File: src/rtl/tx_arbiter.sv
// tx_arbiter: round-robin owner selection for a single UART transmit path.
// Latches the winner's byte, strobes the transmitter, waits for completion
// (or a watchdog abort), acknowledges and then holds an inter-frame gap.
//
// state  | meaning
// IDLE   | no owner, sampling req
// START  | tx_start strobe to the transmit path
// WAIT   | waiting for tx_done, watchdog running
// GAP    | inter-frame gap, ack/timeout_err pulse on its first cycle
module tx_arbiter #(
    parameter int N_REQ          = 4,
    parameter int DATA_WIDTH     = 8,
    parameter int GAP_CYCLES     = 2,
    parameter int TIMEOUT_CYCLES = 20000
) (
    input  logic                        clk,
    input  logic                        reset,
    input  logic [N_REQ-1:0]            req,
    input  logic [N_REQ*DATA_WIDTH-1:0] req_data,
    input  logic                        tx_done,
    output logic [N_REQ-1:0]            ack,
    output logic [N_REQ-1:0]            grant,
    output logic                        tx_start,
    output logic [DATA_WIDTH-1:0]       tx_data,
    output logic                        busy,
    output logic                        timeout_err,
    output logic [2:0]                  current_state
);

    localparam int PTR_W = $clog2(N_REQ);
    localparam int TO_W  = (TIMEOUT_CYCLES > 2) ? $clog2(TIMEOUT_CYCLES) : 1;
    localparam int GAP_W = (GAP_CYCLES > 2) ? $clog2(GAP_CYCLES) : 1;

    typedef enum logic [2:0] {
        S_IDLE  = 3'd0,
        S_START = 3'd1,
        S_WAIT  = 3'd2,
        S_GAP   = 3'd3
    } state_t;

    state_t                  state_q, state_d;
    logic [PTR_W-1:0]        ptr_q, ptr_d;
    logic [PTR_W-1:0]        win_q, win_d;
    logic [N_REQ-1:0]        grant_q, grant_d;
    logic [N_REQ-1:0]        ack_q, ack_d;
    logic                    tx_start_q, tx_start_d;
    logic [DATA_WIDTH-1:0]   tx_data_q, tx_data_d;
    logic                    busy_q, busy_d;
    logic                    timeout_err_q, timeout_err_d;
    logic [TO_W-1:0]         to_cnt_q, to_cnt_d;
    logic [GAP_W-1:0]        gap_cnt_q, gap_cnt_d;

    logic                    rr_valid;
    logic [PTR_W-1:0]        rr_sel;
    logic [PTR_W:0]          rr_idx;
    logic [PTR_W-1:0]        ptr_next;
    logic [TO_W-1:0]         to_cnt_inc;

    // Round-robin search: first set req bit starting at ptr, wrapping mod N_REQ.
    always_comb begin
        rr_valid = 1'b0;
        rr_sel   = '0;
        rr_idx   = '0;
        for (int i = 0; i < N_REQ; i++) begin
            rr_idx = {1'b0, ptr_q} + (PTR_W+1)'(i);
            if (rr_idx >= (PTR_W+1)'(N_REQ)) begin
                rr_idx = rr_idx - (PTR_W+1)'(N_REQ);
            end
            if (!rr_valid && req[rr_idx[PTR_W-1:0]]) begin
                rr_valid = 1'b1;
                rr_sel   = rr_idx[PTR_W-1:0];
            end
        end
    end

    assign ptr_next   = (win_q == PTR_W'(N_REQ-1)) ? '0 : win_q + PTR_W'(1);
    assign to_cnt_inc = to_cnt_q + TO_W'(1);

    // Next-state and registered-output computation.
    always_comb begin
        state_d       = state_q;
        ptr_d         = ptr_q;
        win_d         = win_q;
        grant_d       = grant_q;
        ack_d         = '0;
        tx_start_d    = 1'b0;
        tx_data_d     = tx_data_q;
        timeout_err_d = 1'b0;
        to_cnt_d      = to_cnt_q;
        gap_cnt_d     = gap_cnt_q;

        case (state_q)
            S_IDLE: begin
                grant_d   = '0;
                tx_data_d = '0;
                if (rr_valid) begin
                    state_d         = S_START;
                    win_d           = rr_sel;
                    grant_d[rr_sel] = 1'b1;
                    tx_data_d       = req_data[int'(rr_sel)*DATA_WIDTH +: DATA_WIDTH];
                    tx_start_d      = 1'b1;
                    to_cnt_d        = '0;
                end
            end
            S_START: begin
                to_cnt_d = '0;
                state_d  = S_WAIT;
            end
            S_WAIT: begin
                to_cnt_d = to_cnt_inc;
                // tx_done takes priority over a watchdog expiring on the same cycle
                if (tx_done) begin
                    ack_d     = grant_q;
                    ptr_d     = ptr_next;
                    grant_d   = '0;
                    gap_cnt_d = GAP_W'(GAP_CYCLES-1);
                    state_d   = S_GAP;
                end else if (to_cnt_inc == TO_W'(TIMEOUT_CYCLES-1)) begin
                    timeout_err_d = 1'b1;
                    ptr_d         = ptr_next;
                    grant_d       = '0;
                    gap_cnt_d     = GAP_W'(GAP_CYCLES-1);
                    state_d       = S_GAP;
                end
            end
            S_GAP: begin
                grant_d = '0;
                if (gap_cnt_q == '0) begin
                    state_d   = S_IDLE;
                    tx_data_d = '0;
                end else begin
                    gap_cnt_d = gap_cnt_q - GAP_W'(1);
                end
            end
            default: begin
                state_d   = S_IDLE;
                grant_d   = '0;
                tx_data_d = '0;
            end
        endcase

        busy_d = (state_d != S_IDLE);
    end

    // State and output registers with synchronous reset.
    always_ff @(posedge clk) begin
        if (reset) begin
            state_q       <= S_IDLE;
            ptr_q         <= '0;
            win_q         <= '0;
            grant_q       <= '0;
            ack_q         <= '0;
            tx_start_q    <= 1'b0;
            tx_data_q     <= '0;
            busy_q        <= 1'b0;
            timeout_err_q <= 1'b0;
            to_cnt_q      <= '0;
            gap_cnt_q     <= '0;
        end else begin
            state_q       <= state_d;
            ptr_q         <= ptr_d;
            win_q         <= win_d;
            grant_q       <= grant_d;
            ack_q         <= ack_d;
            tx_start_q    <= tx_start_d;
            tx_data_q     <= tx_data_d;
            busy_q        <= busy_d;
            timeout_err_q <= timeout_err_d;
            to_cnt_q      <= to_cnt_d;
            gap_cnt_q     <= gap_cnt_d;
        end
    end

    assign ack           = ack_q;
    assign grant         = grant_q;
    assign tx_start      = tx_start_q;
    assign tx_data       = tx_data_q;
    assign busy          = busy_q;
    assign timeout_err   = timeout_err_q;
    assign current_state = state_q;

endmodule

File: config.mk
export PLATFORM = sky130hd
export DESIGN_NAME = tx_arbiter
export DESIGN_NICKNAME = d
export VERILOG_FILES = /design/src/rtl/tx_arbiter.sv
export SDC_FILE = /design/constraint.sdc
export NUM_CORES = 1
export LEC_CHECK = 0
export ABC_AREA = 1
export CAP_MARGIN = 20
export CORE_ASPECT_RATIO = 0.6
export CORE_UTILIZATION = 35
export CTS_BUF_LIST = sky130_fd_sc_hd__clkbuf_4 sky130_fd_sc_hd__clkbuf_8 sky130_fd_sc_hd__clkbuf_16
export CTS_CLUSTER_SIZE = 10
export DETAILED_ROUTE_END_ITERATION = 16
export PLACE_DENSITY = 0.66
export SETUP_SLACK_MARGIN = 0.5
export SYNTH_ARGS = -nofsm -noshare
export SYNTH_HDL_FRONTEND = slang
export SYNTH_SLANG_ARGS = --single-unit
File: constraint.sdc
create_clock -name clk -period 1.6 [get_ports clk]
set_input_delay 0.48 -clock clk [delete_from_list [all_inputs] [get_ports clk]]
set_output_delay 0.48 -clock clk [all_outputs]
set_load 0.01 [all_outputs]
Word-level counts from Yosys, hierarchy flattened

Cells that the tools add are included.
W data, S select, Z words.

Register bits: 42
Bits of input ports: 39
Word-level logic and storage cells: 112
Output and inout bits: 22

Equal/unequal tests: 8
Shift operators: 1
Reductions and logical operators: 22
Add/subtract/negate cells: 10
Order comparisons: 10
Bitwise operators: 5
Muxes and demuxes: 45

Operators by type and width:

| cell                    | number |
|---|---|
| $pmux W15 S3            | 1 |
| $shiftx A32 B6 Y8       | 1 |
| $pmux W8 S3             | 1 |
| $mux W2                 | 11 |
| $mux W8                 | 2 |
| $add A15 B1 Y15 const B | 1 |
| $eq A15 B15 Y1 const B  | 1 |
| $lt A2 B3 Y1 const B    | 5 |
| $mux W15                | 1 |
| $mux W1                 | 14 |
| $mux W3                 | 4 |
| $mux W4                 | 3 |
| $pmux W3 S4             | 1 |
| $pmux W4 S3             | 1 |
| $reduce_and A2 Y1       | 6 |
| $ge A3 B3 Y1 const B    | 3 |
| $bmux W1 S2             | 4 |
| $sub A2 B1 Y2 const B   | 4 |
| $add A2 B2 Y3 const B   | 2 |
| $eq A3 B2 Y1 const B    | 2 |
| $reduce_bool A3 Y1      | 2 |
| $reduce_or A3 Y1        | 2 |
| $not A1 Y1              | 5 |
| $logic_and A1 B1 Y1     | 4 |
| 15 further kinds        | 20 |

Depth between registers and ports, before layout

Word-level depth: 20
Mapped depth: 16
Gate-level depth less buffers: 15

Least setup slack after synthesis

No wires, ideal clock.

Path type: flip-flop to flip-flop
Start point: register to_cnt_q[1]
End point: register ptr_q[0]
Stages on the path, launching flop included: 15
Slack: -0.195 ns
Data arrival time: 1.679 ns
Buffers on the path: 0
Data required time: 1.484 ns
Path through: dfxtp_1 > ha_1 > nand2_1 > nor2_2 > nand2_1 > nor2_1 > nand2_1 > nand2_1 > nand2_1 > nor2_1 > nand3_1 > nand2_1 > nand2_2 > o21ai_0 > nor2_1

Longest elaborated chain between the ends: 4

RTL lines:

| element                             | RTL line | RTL |
|---|---|---|
| from (decl)                         | 50       | `logic [TO_W-1:0] to_cnt_q, to_cnt_d;` |
| from (signal assigned)              | 169      | `to_cnt_q <= to_cnt_d;` |
| $add A15 B1 Y15                     | 77       | `assign to_cnt_inc = to_cnt_q + TO_W'(1);` |
| $eq A15 B15 Y1                      | 118      | `end else if (to_cnt_inc == TO_W'(TIMEOUT_CYCLES-1)) begin` |
| $reduce_bool A2 Y1 (no source line) | n/a      |  |
| $reduce_and A2 Y1 (no source line)  | n/a      |  |
| to (signal assigned)                | 161      | `ptr_q <= ptr_d;` |
| to (decl)                           | 42       | `logic [PTR_W-1:0] ptr_q, ptr_d;` |

Every way passes these cells.
A chain may end at the register's enable or synchronous reset.

Worst setup path after layout

Start point: input req[2]
End point: register to_cnt_q[3]

Longest elaborated chain between the ends: 14
Elaborated cells between the ends (all ways): 20
Those cells by class: eq/ne: 1; mux: 12; reduce/logical: 7

RTL lines:

| element                              | RTL line | RTL |
|---|---|---|
| from (decl)                          | 18       | `input logic [N_REQ-1:0] req,` |
| $bmux W1 S2                          | 69       | `if (!rr_valid && req[rr_idx[PTR_W-1:0]]) begin` |
| $mux W1 (implied by the code)        | 69       |  |
| $mux W1                              | 69       |  |
| $logic_not A1 Y1                     | 69       |  |
| $logic_and A1 B1 Y1                  | 69       |  |
| $mux W1                              | 69       |  |
| $logic_not A1 Y1                     | 69       |  |
| $logic_and A1 B1 Y1                  | 69       |  |
| $mux W1                              | 69       |  |
| $logic_not A1 Y1                     | 69       |  |
| $logic_and A1 B1 Y1                  | 69       |  |
| $mux W1 *                            | 69       |  |
| $ne A2 B2 Y1 (no source line) *      | n/a      |  |
| $reduce_and A2 Y1 (no source line) * | n/a      |  |

Every way passes the cells marked *; elsewhere a longest branch is shown, timed or not. The select of a mux whose other input is x is not followed.

==> metrics.cfg <==
[run_status]
status=finished, violations left
violations=negative setup slack

[cts]
cts.sinks=42
cts_tree=built
cts_buffer_depth=2
clk_latency_ns=0.28
cts_root_buffer=clkbuf_16
cts-htree-levels=2
path_clk_slew_ns=0.06
cts_buffers=5

[logic_synthesis]
synth-main-ff-cell=dfxtp_1
syn_nets=472
yosysMostFrequentCell=nand2_1
synthArstFlopShare_pct=0
netlist.area_leader.share_pct=32.28
syn_inst=430
syn_area_sq_mm=0.002605
syn_area_per_cell_sq_um=6.058
yosys.area.top_type=dfxtp_1
synth.distinct_cells=32
netlist_top_cells_area=dfxtp_1, nand2_1, nand3_1
synth_edf_count=0
ys_seq_area_share_pct=32.28
synth_seq_cells=42
synth_commonest_cells=nand2_1, dfxtp_1, nor2_1, inv_1, nand3_1
yosys_warnings=0

[power_and_ir_drop]
switchingPower_mw=0.8833
p_comb_share_pct=27.7
seq_power_share_pct=35.7
internal_power_mw=2.290
power.density_mw_per_mm2=662.9
p_leak_nw=2.218
p_clk_share_pct=36.7
irDropWorstVdd_mv=0.4262
p_sw_share_pct=27.84
fin_total_pwr_mw=3.173

[cells_and_area]
n_fill_cell=527
seqCellArea_sq_um=880.8
drive_gt1_share_pct=45.33
antenna_cells=0
nNetsFinal=620
area_growth_pct=83.77
final_cells=678
multi_input_area_sq_mm=0.002048

[critical_path]
worst_setup_path_start_kind=primary input
slowest_delay_ns=0.34
r2r_start=ptr_q[0]
criticalPathCategory=primary input to register
cpMaxStageDelayCell=o21ai_4
cp_max_fo=5
path_cells=dlygate4sd2_1 > inv_2 > nand2_2 > nand3_2 > nand2_2 > nor2_4 > buf_6 > nand3b_1 > o21ai_4 > nand2_4 > o21a_1 > a21oi_2
cp-startpoint=req[2]
crit_family=simple AND/OR/NAND/NOR gates
required_ns=1.81
worst-path-buf-inv=3
crit_path_end_kind=register
cpMostUsedCell=nand2_2
cp.arrival_ns=2.25

[min_path]
hp-start=gap_cnt_q
hp-class=register to register

[detailed_routing]
drtIter0Drc=244
drtAntennaViolNets=0
wl_microns=9967
drtPass1Iterations=5
route.detailed.drc=0
routed_via_density=5.038
vias=3416
wire_per_inst_microns=14.70

[floorplanning]
die_w_microns=113.4
dieArea_sq_mm=0.007803
rows=23
coreArea_sq_mm=0.006935
dieHeight_microns=68.83
start_util_pct=37.56
num_io_pins=61

[flow_run]
max_cap_viol_count=0

[global_route]
grt_first_pass_wirelength_microns=14910
grt_pass1_vias=3123
grt_antenna_before_repair=0
overflow=0
grt_max_degree=14
grt_use_total_pct=24.54

[sta]
skew_ns=0.005424
hold_viol=0
setup_ws_ns=-0.4420
tns_ns=-13.30
min_period_ns=2.042
max_freq_ghz=0.4897
period_share_pct=127.6
rsz0062_at_grt=true
finalSetupViolations=36
slew_viol_final=0

[placed_design]
place_inst=641
place_congestion=0.8745
port_buffers=60
hpwlAfterDp_microns=6123
place_ws_ns=-0.7394

cells by family after synthesis:
logic type,after synthesis,share of synthesized area (%)
AND/OR/NAND/NOR,289,47.41
other,1,0.1440
buffers and inverters,50,8.645
XOR/XNOR,2,0.6726
AO/OA/AOI/OAI,43,9.414
adder cells (fa/ha/maj),3,1.441
flip-flops,42,32.28
area by class of cell:
cell class | instances | area share [%]
Tap cell | 100 | 2.614
Clock inverter | 1 | 0.6273
Timing Repair Buffer | 148 | 29.30
Multi-Input combinational cell | 342 | 42.79
Clock buffer | 6 | 2.901
Inverter | 39 | 3.372
Sequential cell | 42 | 18.40
sequential cells by signal, summed over array words and instances (netlist names), 2 cells and up:
register       cells
grant              4
to_cnt_q          15
win_q              2
tx_data            8
current_state      3
ptr_q              2
ack                4
per-layer routing:
layer  global-route usage, %  part of all wire [%]  up-vias
met5                       0                     0        -
met4                   5.921                   1.2        0
met3                   4.196                   7.4       15
met2                   38.65                    44      158
met1                   35.06                    48     1586
li1                        -                     -     1657
power by group through the flow:
stage	logic [mW]	clock network, mW	registers [mW]
2_1_floorplan	0.329	0	1.15
4_1_cts	0.744	1.18	1.13
3_5_place_dp	0.625	0	1.15
6_report	0.878	1.16	1.13
5_1_grt	0.941	1.23	1.14
3_3_place_gp	0.615	0	1.14
worst reg2reg max path, cell delays in order, from the launching register on:
cell and delay, ns:
dfxtp_4 0.37, buf_12 0.16, nand2_4 0.06, nand2_4 0.06, nand2_2 0.06, nand2_2 0.07, nor2_4 0.18, buf_6 0.12
nand3b_1 0.17, o21ai_4 0.34, nand2_4 0.13, o21a_1 0.13, a21oi_2 0.11
stage by stage:
step	hold WS, ns	instance area [sq um]	utilization, %
floorplan	0.4393	2694	-
global placement	0.4456	3820	55.08
detailed placement	0.4484	3820	55.08
CTS	0.4641	4393	63.34
global route	0.4888	4787	69.02
finish	0.4623	4787	69.02
final timing paths:
check | endpoint | slack [ns] | cells past startpoint
min | gap_cnt_q | 0.46 | 2
max | to_cnt_q[3] | -0.44 | 12
min reg2reg | gap_cnt_q | 0.46 | 2
max reg2reg | to_cnt_q[3] | -0.44 | 12
timing repair:
action                                 CTS  global route
resized for setup                      166           104
buffers inserted                        19             4
endpoints found under the hold margin    0             0
pin swaps                               21            48
setup endpoints to repair               63            63
hold buffers                             0             0
gates cloned                             4             3
cells in the final DEF (no fill, tap or decap), drive strengths merged:
cell type	synthesis	final
nand2	189	193
buf	8	109
nor2	44	44
dfxtp	42	42
inv	39	38
nand3	37	37
clkdlybuf4s50	0	33
a21oi	24	24
o21ai	13	13
clkbuf	3	6
nor3	6	6
nand4	5	5
nand3b	5	5
a22oi	5	5
dlygate4sd2	0	4
ha	3	3
or2	2	2
clkinv	0	1
xnor2	1	1
xor2	1	1
nor4	1	1
o21a	1	1
bufinv	0	1
bufbuf	0	1
conb	1	1
clkdlybuf4s15	0	1
No activity file was read; power rests on OpenSTA's default activity.
